File: src/rtl/mac_pkg.sv
// rtl/mac_pkg.sv - shared widths, defaults and pipeline stage record for mac_accumulator
package mac_pkg;

  localparam int OPND_W    = 8;
  localparam int PROD_W    = 16;
  localparam int ACC_W_DEF = 24;
  localparam int CNT_W_DEF = 8;

  // S1 carries {a, b} in the payload, S2 carries the product; both are PROD_W wide.
  typedef struct packed {
    logic              valid;
    logic              last;
    logic [PROD_W-1:0] payload;
  } stage_t;

endpackage

File: src/rtl/multiplier.sv
// rtl/multiplier.sv - combinational unsigned 8x8 array multiplier
module multiplier
  import mac_pkg::*;
(
  input  logic [OPND_W-1:0] a,
  input  logic [OPND_W-1:0] b,
  output logic [PROD_W-1:0] p
);

  always_comb begin
    p = '0;
    for (int i = 0; i < OPND_W; i++) begin
      if (b[i]) p = p + (PROD_W'(a) << i);
    end
  end

endmodule

File: src/rtl/mac_accumulator.sv
// rtl/mac_accumulator.sv - pipelined per-frame multiply-accumulate with valid/ready result port
// Optional MAC_SAT_EN: clamp the accumulator at all-ones on overflow instead of wrapping.
module mac_accumulator
  import mac_pkg::*;
#(
  parameter int ACC_W = ACC_W_DEF,
  parameter int CNT_W = CNT_W_DEF
) (
  input  logic              clk,
  input  logic              rst_n,
  input  logic              in_valid,
  output logic              in_ready,
  input  logic [OPND_W-1:0] in_a,
  input  logic [OPND_W-1:0] in_b,
  input  logic              in_last,
  output logic              out_valid,
  input  logic              out_ready,
  output logic [ACC_W-1:0]  out_acc,
  output logic [CNT_W-1:0]  out_cnt,
  output logic              out_ovf
);

  localparam logic [CNT_W-1:0] CNT_MAX = {CNT_W{1'b1}};

  stage_t            s1_q;
  stage_t            s2_q;
  logic [PROD_W-1:0] prod;
  logic [ACC_W-1:0]  acc_q;
  logic [CNT_W-1:0]  cnt_q;
  logic              ovf_q;
  logic              fresh_q;
  logic              stall;

  logic [ACC_W-1:0]  base_acc;
  logic [ACC_W-1:0]  sum;
  logic              carry;
  logic [ACC_W-1:0]  acc_nxt;
  logic [CNT_W-1:0]  cnt_nxt;
  logic              ovf_nxt;

  assign stall    = out_valid && !out_ready;
  assign in_ready = !stall;

  multiplier u_multiplier (
    .a (s1_q.payload[PROD_W-1:OPND_W]),
    .b (s1_q.payload[OPND_W-1:0]),
    .p (prod)
  );

  // fresh_q marks that the next valid S2 term opens a new frame.
  always_comb begin
    base_acc     = fresh_q ? '0 : acc_q;
    {carry, sum} = {1'b0, base_acc} + (ACC_W + 1)'(s2_q.payload);
`ifdef MAC_SAT_EN
    acc_nxt      = carry ? {ACC_W{1'b1}} : sum;
`else
    acc_nxt      = sum;
`endif
    if (fresh_q)              cnt_nxt = CNT_W'(1);
    else if (cnt_q == CNT_MAX) cnt_nxt = cnt_q;
    else                      cnt_nxt = cnt_q + CNT_W'(1);
    ovf_nxt      = (fresh_q ? 1'b0 : ovf_q) | carry;
  end

  always_ff @(posedge clk or negedge rst_n) begin
    if (!rst_n) begin
      s1_q      <= '0;
      s2_q      <= '0;
      acc_q     <= '0;
      cnt_q     <= '0;
      ovf_q     <= 1'b0;
      fresh_q   <= 1'b1;
      out_valid <= 1'b0;
      out_acc   <= '0;
      out_cnt   <= '0;
      out_ovf   <= 1'b0;
    end else if (!stall) begin
      s1_q <= '{valid: in_valid, last: in_last, payload: {in_a, in_b}};
      s2_q <= '{valid: s1_q.valid, last: s1_q.last, payload: prod};
      if (s2_q.valid) begin
        acc_q   <= acc_nxt;
        cnt_q   <= cnt_nxt;
        ovf_q   <= ovf_nxt;
        fresh_q <= s2_q.last;
      end
      // Not stalled implies any pending result is being taken this edge.
      if (s2_q.valid && s2_q.last) begin
        out_valid <= 1'b1;
        out_acc   <= acc_nxt;
        out_cnt   <= cnt_nxt;
        out_ovf   <= ovf_nxt;
      end else begin
        out_valid <= 1'b0;
      end
    end
  end

endmodule

File: config.mk
export PLATFORM = sky130hd
export DESIGN_NAME = mac_accumulator
export DESIGN_NICKNAME = d
export VERILOG_FILES = /design/src/rtl/mac_pkg.sv /design/src/rtl/multiplier.sv /design/src/rtl/mac_accumulator.sv
export SDC_FILE = /design/constraint.sdc
export NUM_CORES = 1
export LEC_CHECK = 0
export ABC_AREA = 1
export BUFFER_PORTS_ARGS = -buffer_cell sky130_fd_sc_hd__buf_4
export CAP_MARGIN = 20
export CORE_ASPECT_RATIO = 1.75
export CORE_UTILIZATION = 40
export DETAILED_ROUTE_END_ITERATION = 8
export SLEW_MARGIN = 10
export SYNTH_ARGS = -nofsm -noshare
export SYNTH_HDL_FRONTEND = slang
export SYNTH_HIERARCHICAL = 1
export SYNTH_SLANG_ARGS = --single-unit
File: constraint.sdc
create_clock -name clk -period 7.6 [get_ports clk]
set_input_delay 1.52 -clock clk [delete_from_list [all_inputs] [get_ports clk]]
set_output_delay 1.52 -clock clk [all_outputs]
set_load 0.02 [all_outputs]
* After elaboration in Yosys (flattened, before gate mapping)
Index checks and enable logic that the tools add are counted.
** Storage, ports and cells
- Bits of input ports :: 21
- Register bits :: 104
- Output and inout bits :: 35
** Cells by class
- Equality and inequality tests :: 1
- Bitwise operators :: 2
- Reductions and logical operators :: 6
- Add/sub/neg operators :: 9
- Muxes and demuxes :: 13
** Operators by type and width (number)
- $mux 16 :: 7
- $add 24x16->25 :: 1
- $mux 24 :: 1
- $mux 8 :: 3
- $add 16x10->16 :: 1
- $add 16x11->16 :: 1
- $add 16x12->16 :: 1
- $add 16x13->16 :: 1
- $add 16x14->16 :: 1
- $add 16x15->16 :: 1
- $add 16x9->16 :: 1
- $add 8x1->8 const B :: 1
- $eq 8x8->1 const B :: 1
- $reduce_and 2->1 :: 2
- $logic_and 1x1->1 :: 2
- $logic_not 1->1 :: 2
- $mux 1 :: 2
- $not 1->1 :: 1
- $or 1x1->1 :: 1

* Depth between registers and ports, before layout
Gate-level depths: netlist of the first run.
- Depth in word-level cells :: 15
- Gate-level depth with buffers :: 59

* Hierarchy
The synthesis of the first run kept the hierarchy.
** Modules (own cells, without submodules)
- mac_accumulator :: times used 1, area an instance 5650.4 um^2, sequential area each 2603.7 um^2, cells each 770
- multiplier :: times used 1, area an instance 3204.3 um^2, sequential area each 0.0 um^2, cells each 535

* Worst setup path after synthesis of the first run
Ideal clock, no wire load.
- Path type :: reg-to-reg
- Start point :: register s1_q[9] (netlist name)
- End point :: register s2_q[14] (netlist name)
- Library setup time :: 66 ps
- Arrival time :: 7590 ps
- Path buffers :: 0
- Setup slack :: -56 ps
- Cell stages (with the launch flop) :: 49
- Path through :: dfrtp_1 -> inv_1 -> fa_1 -> inv_1 -> nand2_1 -> nand3_2 -> nand2_2 -> xor2_1 -> o21ai_2 -> ha_1 -> a21oi_1 -> nand2_1 -> or2_2 -> nand3_1 -> nand2_1 -> ha_1 -> a21oi_1 -> o21ai_1 -> [... 13 more ...] -> ha_1 -> or2_2 -> nand2_1 -> nand2_1 -> and2_1 -> ha_1 -> a21oi_1 -> nand2_1 -> nand2_1 -> nand2_1 -> a21oi_1 -> nor2_1 -> o21ai_0 -> nand2_1 -> xnor2_1 -> o21ai_0 -> nand2_1 -> nand2_1
** On the way
- Word-level cells in the longest chain between the ends :: 15
** RTL lines
- start: declaration :: RTL line mac_accumulator.sv:25 : stage_t s1_q;
- start signal: assignment :: RTL line mac_accumulator.sv:78 : s1_q <= '{valid: in_valid, last: in_last, payload: {in_a, in_b}};
- $mux 8 :: RTL line multiplier.sv:13 : if (b[i]) p = p + (PROD_W'(a) << i);
- $add 16x9->16 :: RTL line multiplier.sv:13
- $mux 16 :: RTL line multiplier.sv:13
- $add 16x10->16 :: RTL line multiplier.sv:13
- $mux 16 :: RTL line multiplier.sv:13
- $add 16x11->16 :: RTL line multiplier.sv:13
- $mux 16 :: RTL line multiplier.sv:13
- $add 16x12->16 :: RTL line multiplier.sv:13
- $mux 16 :: RTL line multiplier.sv:13
- $add 16x13->16 :: RTL line multiplier.sv:13
- $mux 16 :: RTL line multiplier.sv:13
- $add 16x14->16 :: RTL line multiplier.sv:13
- $mux 16 :: RTL line multiplier.sv:13
- $add 16x15->16 :: RTL line multiplier.sv:13
- $mux 16 (*) :: RTL line multiplier.sv:13
- named net prod[14] :: RTL line mac_accumulator.sv:27 : logic [PROD_W-1:0] prod;
- end signal: assignment :: RTL line mac_accumulator.sv:79 : s2_q <= '{valid: s1_q.valid, last: s1_q.last, payload: prod};
- end: declaration :: RTL line mac_accumulator.sv:26 : stage_t s2_q;
The timed path passes the listed nets; every way through them passes the cells marked *.
A chain may end at the register's enable or synchronous reset.

* Worst setup path after layout of the first run
- Start point :: register s1_q[0] (netlist name)
- End point :: register s2_q[14] (netlist name)
** On the way
- Word-level cells in the longest chain between the ends :: 15
** RTL lines (RTL line)
- $mux 8 (*) :: multiplier.sv:13
- $add 16x9->16 :: multiplier.sv:13
- $mux 16 (*) :: multiplier.sv:13
- $add 16x10->16 :: multiplier.sv:13
- $mux 16 (*) :: multiplier.sv:13
- $add 16x11->16 :: multiplier.sv:13
- $mux 16 (*) :: multiplier.sv:13
- $add 16x12->16 :: multiplier.sv:13
- $mux 16 (*) :: multiplier.sv:13
- $add 16x13->16 :: multiplier.sv:13
- $mux 16 (*) :: multiplier.sv:13
- $add 16x14->16 :: multiplier.sv:13
- $mux 16 (*) :: multiplier.sv:13
- $add 16x15->16 :: multiplier.sv:13
- $mux 16 (*) :: multiplier.sv:13
- named net prod[14] :: mac_accumulator.sv:27
Marks and branches as above.

==> flow_metrics.env, run 1 <==
export IMPL_fill_cells=2213
export IMPL_antenna_found_initial=0
export IMPL_rsz0062_at_grt="true"
export IMPL_pre_cts_ws_ns=-0.238
export IMPL_numCtsBuffers=9
export IMPL_status="completed"
export IMPL_first_global_vias=8416
export IMPL_synth_edff_count=0
export IMPL_synth_seq_cells=104
export IMPL_worstSetupPathType="reg2reg"
export IMPL_placed_cell_area_mm2=0.0100
export IMPL_cts_sinks=104
export IMPL_drt_iter0_drc=381
export IMPL_fp_dieArea_mm2=0.0228
export IMPL_final_cell_count_no_fill=1732
export IMPL_vias=8530
export IMPL_holdWs_ns=0.479
export IMPL_cts_root_buf="clkbuf_16"
export IMPL_grt_usage_pct=21.9
export IMPL_grt_ovfl_total=0
export IMPL_wl_um=24000
export IMPL_ys_flop_type="dfrtp_1"
export IMPL_clk_pin_slew_ns=0.08
export IMPL_maxCapViolations=0
export IMPL_synth_cell_types=47
export IMPL_start_kind="flip-flop"
export IMPL_synth_top_family_by_area="simple AND/OR/NAND/NOR gates"
export IMPL_io_buffers=55
export IMPL_hp_start="out_cnt[4]$_DFFE_PN0P_"
export IMPL_ant_nets=0
export IMPL_syn_area_per_cell_um2=6.79
export IMPL_drive_gt1_share_pct=24.9
export IMPL_syn_to_final_growth_pct=25.6
export IMPL_drc=0
export IMPL_clock_latency_ns=0.37
export IMPL_synth_warnings=6
export IMPL_start_util_pct=41.0
export IMPL_synth_mux_area_share_pct=0
export IMPL_rrSetupSlack_ns=0.15
export IMPL_worstMarginPinSlew_ns=0.906
export IMPL_syn_inst=1305
export IMPL_hold_violations=0
export IMPL_cts_tree="done"
export IMPL_skew_ns=0.0116
export IMPL_viasPerCell=4.92
export IMPL_cp_required_ns=7.85
export IMPL_grt_pass1_wl_um=39200
export IMPL_layout_common_cells="485 x nand2_1, 151 x buf_4, 142 x inv_1"
export IMPL_crit_fanout=4
export IMPL_holdPathStages=2
export IMPL_fin_crit_sh_pct=98.0
export IMPL_async_reset_ff_share_pct=100
export IMPL_hold_path_class="reg2reg"
export IMPL_syn_nets=1412
export IMPL_fp_coreArea_mm2=0.0216
export IMPL_holdPathEnd="out_cnt[4]$_DFFE_PN0P_"
export IMPL_synth_compound_area_share_pct=8.46
export IMPL_yosysSeqAreaShare_pct=29.4
export IMPL_cp_arrival_ns=7.70
export IMPL_grt_max_degree=59
export IMPL_post_dp_hpwl_um=18400
export IMPL_fin_area_mm2=0.0111
export IMPL_max_freq_ghz=0.134
export IMPL_die_h_um=199
export IMPL_placementRows=71
export IMPL_wl_per_cell_um=13.8
export IMPL_netlist_area_mm2=0.00885
export IMPL_die_x_um=114
export IMPL_final_common_cell="nand2_1"
export IMPL_r2r_start="s1_q[0]$_DFFE_PN0N_"
export IMPL_diodes=0
export IMPL_rr_worst_depth=46
export IMPL_nNetsFinal=1542
export IMPL_synth_xor_area_share_pct=2.77
export IMPL_r2r_end="s2_q[14]$_DFFE_PN0N_"
export IMPL_ios=56
export IMPL_yosys_area_share_simple_pct=37.4
export IMPL_gp_congestion=0.911
export IMPL_period_needed_ns=7.45
export IMPL_setup_ws_ns=0.153
export IMPL_firstDrtPassIters=4
export IMPL_place_inst=1696
export IMPL_clockBufferDepth=2
export IMPL_setup_violations=0
export IMPL_slew_headroom_pct=39.5
export IMPL_finalMaxSlewViolations=0
export IMPL_critPathSlowestCell="fa_2"
export IMPL_max_stage_delay_ns=0.53
export IMPL_synth_adder_area_share_pct=12.8
export IMPL_htreeDepth=3
export IMPL_crit_path_end_kind="flip-flop"
## metal layers
layer	wire length (µm)	share of wire (%)	GRT usage, %	vias to the layer above
li1	-	-	-	4410
met1	9320	39	22.0	3998
met2	13600	57	44.5	84
met3	324	1.4	1.95	38
met4	688	2.9	9.24	0
met5	0	0	0	-
## cell families after synthesis
logic type	count (synthesis)
AOI/OAI and AO/OA	129
and+or+nand+nor	759
DFF	104
buffers and inverters	199
xor gates and xnor gates	28
adders and majority gates	86
## critical path, delay by kind of cell, from the launching register on
family          cells  cell delay, ns
fa+ha+maj          13            3.95
simple gates       16            1.47
compound gates      7            0.85
flops               1            0.41
buf+inv             8            0.40
xor+xnor            2            0.26
## per-stage QoR
step / utilization [%] / TNS, ns
2_1_floorplan: - / 0
3_3_place_gp: 46.4 / -0.198
3_5_place_dp: 46.4 / -0.771
4_1_cts: 48.8 / -0.00673
5_1_grt: 51.5 / -0.872
6_report: 51.5 / 0
## timing repair
| action | 4_1_cts | 5_1_grt |
|---|---|---|
| gates cloned | 0 | 0 |
| setup endpoints to repair | 5 | 6 |
| pin swaps | 15 | 63 |
| hold buffers | 0 | 0 |
| endpoints found under the hold margin | 0 | 0 |
| buffers inserted | 3 | 17 |
| resized for setup | 36 | 103 |
## state kept, by name (all words and copies together), names as in the netlist
name       count
out_acc       24
out_valid      1
out_cnt        8
ovf_q          1
s1_q          18
s2_q          18
acc_q         24
out_ovf        1
fresh_q        1
cnt_q          8
## Yosys cell counts (5+ instances only)
library cell | n | share of area, %
xnor2_1 | 14 | 1.4
buf_2 | 15 | 0.85
o21ai_0 | 45 | 2.5
nand3_1 | 122 | 6.9
nand3b_1 | 5 | 0.42
nand2_2 | 9 | 0.64
nand2_1 | 503 | 21
nor3_1 | 5 | 0.28
ha_1 | 78 | 11
inv_1 | 158 | 6.7
fa_1 | 8 | 1.8
a21oi_1 | 42 | 2.4
clkbuf_1 | 11 | 0.47
or2_2 | 12 | 0.85
o21ai_1 | 9 | 0.51
o21ai_2 | 14 | 1.4
inv_2 | 6 | 0.25
nand3_2 | 19 | 2.1
nand4_1 | 11 | 0.78
and2_1 | 7 | 0.49
dfrtp_1 | 103 | 29
xor2_1 | 14 | 1.4
nor2_1 | 51 | 2.2
## area by class of cell
cell class | count | area [µm²] | area share (%)
multi-input cells | 1002 | 6080 | 54.7
inverters | 166 | 626 | 5.62
repair buffers | 152 | 1140 | 10.3
flip-flops and latches | 104 | 2610 | 23.4
clock inverters | 6 | 58.8 | 0.529
clock buffers | 10 | 239 | 2.15
well taps | 292 | 365 | 3.28
## how the worst max path moves through the flow
stage / from / end / slack, ns / cells past startpoint
6_report: s1_q[0]$_DFFE_PN0N_ / s2_q[14]$_DFFE_PN0N_ / 0.15 / 46
5_1_grt: s1_q[0]$_DFFE_PN0N_ / s2_q[13]$_DFFE_PN0N_ / -0.28 / 52
4_1_cts: s1_q[9]$_DFFE_PN0N_ / s2_q[15]$_DFFE_PN0N_ / -0.007 / 45
3_5_place_dp: s1_q[0]$_DFFE_PN0N_ / s2_q[14]$_DFFE_PN0N_ / -0.24 / 54
3_3_place_gp: s1_q[0]$_DFFE_PN0N_ / s2_q[14]$_DFFE_PN0N_ / -0.1 / 52
2_1_floorplan: s1_q[0]$_DFFE_PN0N_ / s2_q[14]$_DFFE_PN0N_ / 0.03 / 52
Power of run 1 is not shown: default switching activity piles up to over one toggle a cycle in this logic, so the estimate is an artifact.
==> run 2, diff against run 1 <==
--- a/config.mk
+++ b/config.mk
@@ -8,9 +8,12 @@
 export ABC_AREA = 1
 export BUFFER_PORTS_ARGS = -buffer_cell sky130_fd_sc_hd__buf_4
 export CAP_MARGIN = 20
+export CELL_PAD_IN_SITES_DETAIL_PLACEMENT = 1
+export CELL_PAD_IN_SITES_GLOBAL_PLACEMENT = 1
 export CORE_ASPECT_RATIO = 1.75
 export CORE_UTILIZATION = 40
 export DETAILED_ROUTE_END_ITERATION = 8
+export PLACE_DENSITY_LB_ADDON = 0.1
 export SLEW_MARGIN = 10
 export SYNTH_ARGS = -nofsm -noshare
 export SYNTH_HDL_FRONTEND = slang
==> run 2 against run 1 <==
Net effect:
- the run now ends with negative setup slack left
- worst setup slack lost 0.44 ns
- via count up 6.6%
- die area unchanged
- non-clock buffer count is 15 higher
- core utilization up 1.4 points
- final cell count grew 0.87%
==> flow_metrics.env, run 2 (same netlist as run 1, synthesis figures left out) <==
export IMPL_status="finished, violations left"
export IMPL_failed_checks="negative setup slack"
export IMPL_placed_cell_area_mm2=0.0100
export IMPL_start_kind="flip-flop"
export IMPL_hold_path_class="reg2reg"
export IMPL_die_h_um=199
export IMPL_period_needed_ns=7.89
export IMPL_clock_latency_ns=0.38
export IMPL_vias=9090
export IMPL_maxCapViolations=0
export IMPL_finalMaxSlewViolations=0
export IMPL_ios=56
export IMPL_firstDrtPassIters=4
export IMPL_diodes=0
export IMPL_antenna_found_initial=0
export IMPL_max_freq_ghz=0.127
export IMPL_start_util_pct=41.0
export IMPL_nNetsFinal=1557
export IMPL_grt_pass1_wl_um=47000
export IMPL_max_stage_delay_ns=0.55
export IMPL_gp_congestion=0.891
export IMPL_hold_violations=0
export IMPL_fin_area_mm2=0.0114
export IMPL_fp_coreArea_mm2=0.0216
export IMPL_final_common_cell="nand2_1"
export IMPL_wl_per_cell_um=17.4
export IMPL_cp_arrival_ns=8.21
export IMPL_cts_sinks=104
export IMPL_syn_to_final_growth_pct=29.0
export IMPL_placementRows=71
export IMPL_viasPerCell=5.20
export IMPL_htreeDepth=3
export IMPL_grt_usage_pct=26.7
export IMPL_wl_um=30400
export IMPL_ant_nets=0
export IMPL_die_x_um=114
export IMPL_crit_fanout=4
export IMPL_slew_headroom_pct=46.6
export IMPL_post_dp_hpwl_um=21600
export IMPL_critPathSlowestCell="fa_2"
export IMPL_largestRegisters="acc_q: 24 flops, out_acc: 24 flops"
export IMPL_cts_root_buf="clkbuf_16"
export IMPL_skew_ns=0.00923
export IMPL_layout_common_cells="482 x nand2_1, 166 x buf_4, 145 x inv_1"
export IMPL_worstMarginPinSlew_ns=0.802
export IMPL_setup_ws_ns=-0.291
export IMPL_worstSetupPathType="reg2reg"
export IMPL_crit_path_end_kind="flip-flop"
export IMPL_rsz0062_at_grt="true"
export IMPL_fp_dieArea_mm2=0.0228
export IMPL_numCtsBuffers=9
export IMPL_cp_required_ns=7.92
export IMPL_drc=0
export IMPL_cts_tree="done"
export IMPL_first_global_vias=9667
export IMPL_fin_crit_sh_pct=104
export IMPL_drt_iter0_drc=313
export IMPL_clockBufferDepth=2
export IMPL_grt_max_degree=59
export IMPL_setup_violations=5
export IMPL_drive_gt1_share_pct=26.7
export IMPL_clk_pin_slew_ns=0.08
export IMPL_io_buffers=55
export IMPL_grt_ovfl_total=0
[run 2: repair_timing]
| action | in CTS | in global routing |
|---|---|---|
| setup endpoints to repair | 6 | 6 |
| setup buffers | 16 | 17 |
| pin swaps | 39 | 77 |
| resized for setup | 76 | 86 |
| hold buffers | 0 | 0 |
[run 2: critical path: cells and delay by family (launching register included)]
kind                     cells  cell delay (ns)
AO/OA/AOI/OAI                7             0.93
buffers and inverters        8             0.43
XOR/XNOR                     1             0.13
flip-flops                   1             0.41
AND/OR/NAND/NOR             17             1.89
adder cells (fa/ha/maj)     13             4.07
[run 2: worst paths after layout]
check,start,endpoint,slack (ns),cells past startpoint
setup reg to reg,s1_q[0]$_DFFE_PN0N_,s2_q[13]$_DFFE_PN0N_,-0.29,46
hold reg to reg,out_cnt[0]$_DFFE_PN0P_,out_cnt[0]$_DFFE_PN0P_,0.48,2
min in group asynchronous,rst_n,out_cnt[4]$_DFFE_PN0P_,1.21,1
hold / removal,out_cnt[0]$_DFFE_PN0P_,out_cnt[0]$_DFFE_PN0P_,0.48,2
setup / recovery,s1_q[0]$_DFFE_PN0N_,s2_q[13]$_DFFE_PN0N_,-0.29,46
max in group asynchronous,rst_n,out_acc[11]$_DFFE_PN0P_,5.26,2
[run 2: routing by layer]
metal	global-route usage (%)	wire length, µm	up-vias	share of wire [%]
met2	55.6	17600	135	58
met1	25.5	10900	4442	36
li1	-	-	4435	-
met3	2.93	514	78	1.7
met5	0	0	-	0
met4	11.1	1370	0	4.5
[run 2: area by class of cell]
| type | count | area, µm² |
|---|---|---|
| clock inverter | 5 | 47.5 |
| multi-input combinational | 1002 | 6260 |
| fill | 2766 | 10200 |
| tap | 292 | 365 |
| inverter | 166 | 631 |
| timing repair buffer | 167 | 1260 |
| clock buffer | 11 | 253 |
| sequential | 104 | 2610 |
[run 2: per-stage QoR]
step / TNS [ns] / hold slack, ns / setup WS, ns / instances / utilization, %
6_report: -0.991 / 0.482 / -0.291 / 1747 / 52.9
5_1_grt: -3.08 / 0.511 / -0.664 / 1747 / 52.9
4_1_cts: 0 / 0.487 / 0.0121 / 1730 / 50.2
3_5_place_dp: -1.46 / 0.466 / -0.420 / 1698 / 46.5
3_3_place_gp: -0.374 / 0.457 / -0.165 / 1698 / 46.5
2_1_floorplan: 0 / 0.444 / 0.0334 / 1305 / -
Power of run 2 is left out for the same reason.
